**src/rtl/seq_normalizer.sv**
```systemverilog
// Multi-cycle normalizer: binary-searches the leading (or trailing) zero count, one shift bit per cycle.
// Optional macro SEQ_NORMALIZER_ZERO_BYPASS_EN: zero operands complete one edge after accept.
module seq_normalizer #(
  parameter int unsigned WIDTH       = 64,
  parameter int unsigned SHIFT_WIDTH = $clog2(WIDTH)
) (
  input  logic                   clk,
  input  logic                   rst_n,
  input  logic                   in_valid,
  output logic                   in_ready,
  input  logic [WIDTH-1:0]       in,
  input  logic                   left_right,
  output logic                   out_valid,
  input  logic                   out_ready,
  output logic [WIDTH-1:0]       out,
  output logic [SHIFT_WIDTH-1:0] shift,
  output logic                   zero
);

  localparam int unsigned KW = (SHIFT_WIDTH > 1) ? $clog2(SHIFT_WIDTH) : 1;

  typedef enum logic [1:0] {S_IDLE, S_RUN, S_DONE} state_t;

  state_t                 state;
  logic [WIDTH-1:0]       work;
  logic [SHIFT_WIDTH-1:0] count;
  logic [KW-1:0]          k;
  logic                   lr_q;
  logic                   op_zero;

  logic [SHIFT_WIDTH-1:0] step;
  logic [WIDTH-1:0]       hi_mask;
  logic                   top_zero;
  logic [WIDTH-1:0]       work_nxt;
  logic [SHIFT_WIDTH-1:0] count_nxt;

  function automatic logic [WIDTH-1:0] bit_rev(input logic [WIDTH-1:0] v);
    logic [WIDTH-1:0] r;
    r = '0;
    for (int i = 0; i < int'(WIDTH); i++) r[i] = v[WIDTH-1-i];
    return r;
  endfunction

  // One binary-search stage: test the top 2**k bits and shift them out if empty.
  always_comb begin
    step         = SHIFT_WIDTH'(1) << k;
    hi_mask      = ~({WIDTH{1'b1}} >> step);
    top_zero     = (work & hi_mask) == '0;
    work_nxt     = top_zero ? (work << step) : work;
    count_nxt    = count;
    count_nxt[k] = top_zero;
  end

  always_ff @(posedge clk or negedge rst_n) begin
    if (!rst_n) begin
      state     <= S_IDLE;
      work      <= '0;
      count     <= '0;
      k         <= '0;
      lr_q      <= 1'b0;
      op_zero   <= 1'b0;
      in_ready  <= 1'b1;
      out_valid <= 1'b0;
      out       <= '0;
      shift     <= '0;
      zero      <= 1'b0;
    end else begin
      case (state)
        S_IDLE: begin
          if (in_valid) begin
            work     <= left_right ? bit_rev(in) : in;
            lr_q     <= left_right;
            op_zero  <= (in == '0);
            count    <= '0;
            k        <= KW'(SHIFT_WIDTH - 1);
            in_ready <= 1'b0;
            state    <= S_RUN;
`ifdef SEQ_NORMALIZER_ZERO_BYPASS_EN
            // Zero operand: preload the all-ones count and run only the final stage.
            if (in == '0) begin
              count <= '1;
              k     <= '0;
            end
`endif
          end
        end
        S_RUN: begin
          work  <= work_nxt;
          count <= count_nxt;
          if (k == '0) begin
            out       <= lr_q ? bit_rev(work_nxt) : work_nxt;
            shift     <= count_nxt;
            zero      <= op_zero;
            out_valid <= 1'b1;
            state     <= S_DONE;
          end else begin
            k <= k - KW'(1);
          end
        end
        S_DONE: begin
          if (out_ready) begin
            out_valid <= 1'b0;
            in_ready  <= 1'b1;
            state     <= S_IDLE;
          end
        end
        default: begin
          out_valid <= 1'b0;
          in_ready  <= 1'b1;
          state     <= S_IDLE;
        end
      endcase
    end
  end

endmodule
```
**config.mk**
```make
export PLATFORM = sky130hd
export DESIGN_NAME = seq_normalizer
export DESIGN_NICKNAME = d
export VERILOG_FILES = /design/src/rtl/seq_normalizer.sv
export SDC_FILE = /design/constraint.sdc
export NUM_CORES = 1
export LEC_CHECK = 0
export CORE_ASPECT_RATIO = 2
export CORE_MARGIN = 2
export CORE_UTILIZATION = 25
export DETAILED_ROUTE_END_ITERATION = 12
export DONT_BUFFER_PORTS = 1
export PLACE_DENSITY = 0.46
export SETUP_SLACK_MARGIN = 0.3
export SLEW_MARGIN = 0
export SYNTH_ARGS = -nofsm -noshare
export SYNTH_HDL_FRONTEND = slang
export SYNTH_SLANG_ARGS = --single-unit
```
**constraint.sdc**
```tcl
create_clock -name clk -period 3.5 [get_ports clk]
set_input_delay 1.05 -clock clk [delete_from_list [all_inputs] [get_ports clk]]
set_output_delay 1.05 -clock clk [all_outputs]
set_load 0.02 [all_outputs]
```
* Yosys cells after proc, flatten, opt, wreduce, memory -nomap -nowiden
Cells that the tools add are included.
** Word-level totals
- Bits in registers :: 150
- Input port bits :: 69
- Output and inout bits :: 73
- Word-level logic and storage cells :: 63
** Operators by class
- $add $sub $neg :: 1
- Magnitude comparators :: 2
- Eq/ne operators :: 6
- Shifts and indexed selects :: 3
- Muxes and demuxes :: 23
- Bitwise gates (word level) :: 4
- Reduce and logical (&&, ||, !) cells :: 13
** Operator list (count)
- $mux W64 :: 4
- $logic_not A64 Y1 :: 2
- $pmux W64 S2 :: 1
- $and A64 B64 Y64 :: 1
- $not A64 Y64 :: 1
- $shl A64 B6 Y64 :: 1
- $shr A64 B6 Y64 const A :: 1
- $pmux W6 S2 :: 1
- $reduce_and A3 Y1 :: 4
- $ne A2 B2 Y1 const B :: 4
- $bwmux W6 :: 1
- $mux W2 :: 3
- $mux W3 :: 2
- $mux W6 :: 1
- $pmux W1 S3 :: 2
- $pmux W2 S3 :: 1
- $pmux W3 S2 :: 1
- $reduce_and A2 Y1 :: 3
- $shl A1 B3 Y6 const A :: 1
- $mux W1 :: 5
- $lt A3 B4 Y1 const B :: 1
- $demux W1 S3 :: 1
- $ge A3 B1 Y1 const B :: 1
- $logic_not A3 Y1 :: 1
- 7 further kinds :: 8

* Longest topological paths before layout
- Depth after elaboration :: 7
- Gate-level depth with buffers :: 16
- Depth with buffers taken out :: 10

* Worst setup path before layout
Ideal clock, no wire load.
- Path type :: register to register
- Start point :: reg k[0]
- End point :: reg out[4]
- Library setup time :: 0.136 ns
- Arrival time :: 3.173 ns
- Data required time :: 3.364 ns
- Slack :: 0.191 ns
- Stages on the path, launching flop included :: 13
- Path buffers :: 2
- Period minus slack after synthesis :: 3.309 ns
- Cells stage by stage :: dfrtp_1 inv_1 ha_1 or3_4 a311o_1 a222oi_1 nand4_1 a211oi_2 buf_6 buf_6 mux2_2 a22oi_1 o21ai_0
** On the way
- Longest elaborated chain between the ends :: 7
- Elaborated cells on any way between the ends :: 10
- Those cells by class :: 3 x shift; 2 x mux; 2 x bitwise; 3 x reduce/logical
** RTL lines
- start: declaration :: RTL line 27 : logic [KW-1:0] k;
- start signal: assignment :: RTL line 75 : k <= KW'(SHIFT_WIDTH - 1);
- start signal: assignment :: RTL line 97 : k <= k - KW'(1);
- $shl A1 B3 Y6 :: RTL line 46 : step = SHIFT_WIDTH'(1) << k;
- $shr A64 B6 Y64 :: RTL line 47 : hi_mask = ~({WIDTH{1'b1}} >> step);
- $not A64 Y64 :: RTL line 47
- $and A64 B64 Y64 :: RTL line 48 : top_zero = (work & hi_mask) == '0;
- $logic_not A64 Y1 :: RTL line 48
- $mux W64 :: RTL line 49 : work_nxt = top_zero ? (work << step) : work;
- $mux W64 :: RTL line 91 : out <= lr_q ? bit_rev(work_nxt) : work_nxt;
- end signal: assignment :: RTL line 91
- end: declaration :: RTL line 15 : output logic [WIDTH-1:0] out,
Parallel ways exist; a longest one is shown, timed or not.
A chain may end at the register's enable or synchronous reset.

* Worst setup path in the final report
- Start point :: reg k[1]
- End point :: reg out[52]
Same word-level chain as after synthesis.

==> results.tsv <==
metric	value	unit
fin. max-slew vios	0	
DR vias	17100	
# IOs	142	
post-synth cell types	83	
Max Cap Viol	0	
Leakage	0.00800	uW
initial antenna violation count	6	
Vias/cell	6.53	
Clock Pin Slew Worst Setup and Hold Paths	0.07	ns
clk buf depth	2	
dominant synthesized flop cell	dfrtp_1	
initial DRC count	1825	
H-tree depth	4	
failing checks	setup timing	
core area	53500	sq um
top cell type's share of synthesized area	27.7	%
number of synthesized register bits	150	
Detail Route Antenna Nets	0	
clk_lat worst skew	0.46	ns
switching share of power	56.4	%
final setup fails	64	
Synth Instances	1637	
final net count	2010	
Post-CTS Hold Fix Bufs	0	
crit-path max FO	8	
Worst EP arrival	3.99	ns
total CTS buffers	17	
Root Driver	clkbuf_16	
die area	55800	sq um
GRT overflow	0	
TritonCTS clock tree	built	
Rel. slew slack	39.7	%
Switch Pwr	15900	uW
DIE WIDTH	168	microns
fin util	36.9	%
drt total wl	111000	microns
Worst Skew	0.0167	ns
DR pass1 iterations	8	
CP Class	reg2reg	
row cnt	120	
HPWL Detailed	87000	microns
Clock power frac	6.9	%
vias in the first global route	17100	
Synth area leaders	dfrtp_1, mux2i_1, nor2_1	
starting density of the core	25.2	%
Worst Setup End Kind	flop	
CTS sink cnt	150	
pwr dens	1430	nW/um^2
outcome	finished with violations	
port bufs	0	
GR Util All Layers	38.7	%
clock period minus worst slack	3.64	ns
sequential share of power	15.8	%
CP Data Required Time	3.85	ns
Hold Slack	0.288	ns
post-placement cell count	2538	
mapped cell area	13500	sq um
Worst Max-Slew Pin Slew	0.903	ns
first-pass GRT wire length	148000	microns
number of flops mapped to enable cells by yosys	0	
Hold Path Class	in2async	
largest net degree at the start of global routing	151	
unrepaired setup endpoints after global routing	yes	
Filler Cells Inserted	5569	
Async SR Flop Fraction	100	%
Synth Warn #	0	
share of cells above drive strength 1	38.9	%
Synth area leader	dfrtp_1	
Syn Nets	1711	
final hold vios	0	
mean post-synth cell area	8.23	sq um
die height	332	microns
routability cong.	1.08	
final cell count without fillers	2623	
drt drc	0	
Crit. Startpoint	k[1]	
Max VDD drop	0.000772	V
startpoint class of the critical path	flop	
Highest Clock Rate	0.275	GHz
Seq/Total Area, Yosys	27.9	%
reg2reg start	k[1]	
P_int	12300	uW
combinational power share	77.3	%
post-route setup slack	-0.141	ns
Syn-to-layout area delta	46.3	%
Final Cycle Share	104	%
routed wire length per instance	42.3	microns
-- power by group through the flow --
| stage | logic (uW) | registers [uW] | clock network, uW |
|---|---|---|---|
| after floorplan | 8010 | 3400 | 0 |
| after global placement | 18500 | 4350 | 0 |
| after detailed placement | 18300 | 4330 | 0 |
| after CTS | 19800 | 4340 | 1990 |
| after global routing | 22200 | 4440 | 2050 |
| final | 21800 | 4460 | 1960 |
-- layout make-up --
class                      count  area, sq um  area share, %
tap                          671          840           4.26
timing repair buffer         472         4330           22.0
sequential                   150         3760           19.1
inverter                      30          118          0.597
clock buffer                  18          429           2.18
multi-input combinational   1265        10100           51.0
clock inverter                14          160          0.813
antenna                        3         7.51         0.0381
-- cell usage in the layout, fill, tap and decap left out, types with 21 or more instances in the layout --
cell	instances
buf_4	383
dfrtp_1	146
nor2_1	144
mux2i_1	126
nand2_1	124
o21ai_0	69
a21oi_1	64
o22ai_1	48
a22oi_1	39
buf_12	38
buf_6	36
o211ai_1	35
mux2_2	28
inv_1	25
a221o_1	22
o221ai_1	22
nor3b_1	21
nand3_1	21
-- what timing repair did --
action | 4_1_cts | 5_1_grt
endpoints found under the setup margin | 134 | 138
pin swaps | 41 | 54
buffers inserted | 27 | 17
gates cloned | 3 | 3
gates resized for setup | 163 | 155
endpoints found under the hold margin | 0 | 0
-- metrics by stage --
step / cell area [sq um] / setup WS [ns] / TNS, ns / total power, uW
global placement: 17100 / -0.442 / -9.21 / 22900
floorplan: 13500 / 0.309 / 0 / 11400
detailed placement: 17100 / -0.343 / -3.72 / 22700
finish: 19700 / -0.141 / -2.78 / 28300
CTS: 18700 / 0.0178 / 0 / 26100
global route: 19700 / -0.129 / -4.97 / 28700
-- sequential cells by signal (all words and copies together), names as in the netlist, 2 cells and up --
name,count
count,6
state,2
k,3
out,64
work,64
shift,6
-- cells in the mapped netlist, drive strengths merged, types with 16 or more instances --
cell     instances
a2bb2oi         17
nor4            19
a221o           22
nor3b           26
a31oi           16
a221oi          27
nor3            30
mux2i          142
inv             27
o221ai          35
nor2           157
a21oi           83
mux2            42
o22ai           54
clkbuf         123
nand2          132
o211ai          35
o21ai          100
a22oi           51
a22o            18
dfrtp          149
buf             69
a211oi          19
nand3           24
-- per-layer routing --
layer	share of wire, %	track usage [%]
met5	0.022	0
met1	33	39.5
met4	12	35.1
met2	47	65.5
met3	7.5	8.44
-- critical path, stage by stage, from the launching register on --
cell and delay [ns]:
dfrtp_2 0.46, ha_4 0.18, buf_12 0.12, or3_4 0.36, a311o_1 0.31, a222oi_1 0.24, nand4_1 0.28, buf_4 0.22
a211o_4 0.40, buf_12 0.17, clkbuf_16 0.19, a32o_2 0.31, o221a_2 0.25
-- path summary, 6_finish.rpt --
check	depth (start not counted)	to	slack, ns
setup reg to reg	12	out[52]	-0.14
max in group asynchronous	0	k[2]	2.68
hold reg to reg	2	zero	0.48
min in group clk	2	zero	0.48
setup / recovery	12	out[52]	-0.14
hold / removal	0	work[31]	0.29
-- cells by family after synthesis --
group / count (synthesis) / share of synthesized area (%)
simple gates: 471 / 17.0
flops: 150 / 27.9
buf+inv: 222 / 7.14
fa+ha+maj: 5 / 0.465
mux: 193 / 15.6
compound gates: 596 / 31.9
No activity file was read; power rests on OpenSTA's default activity.
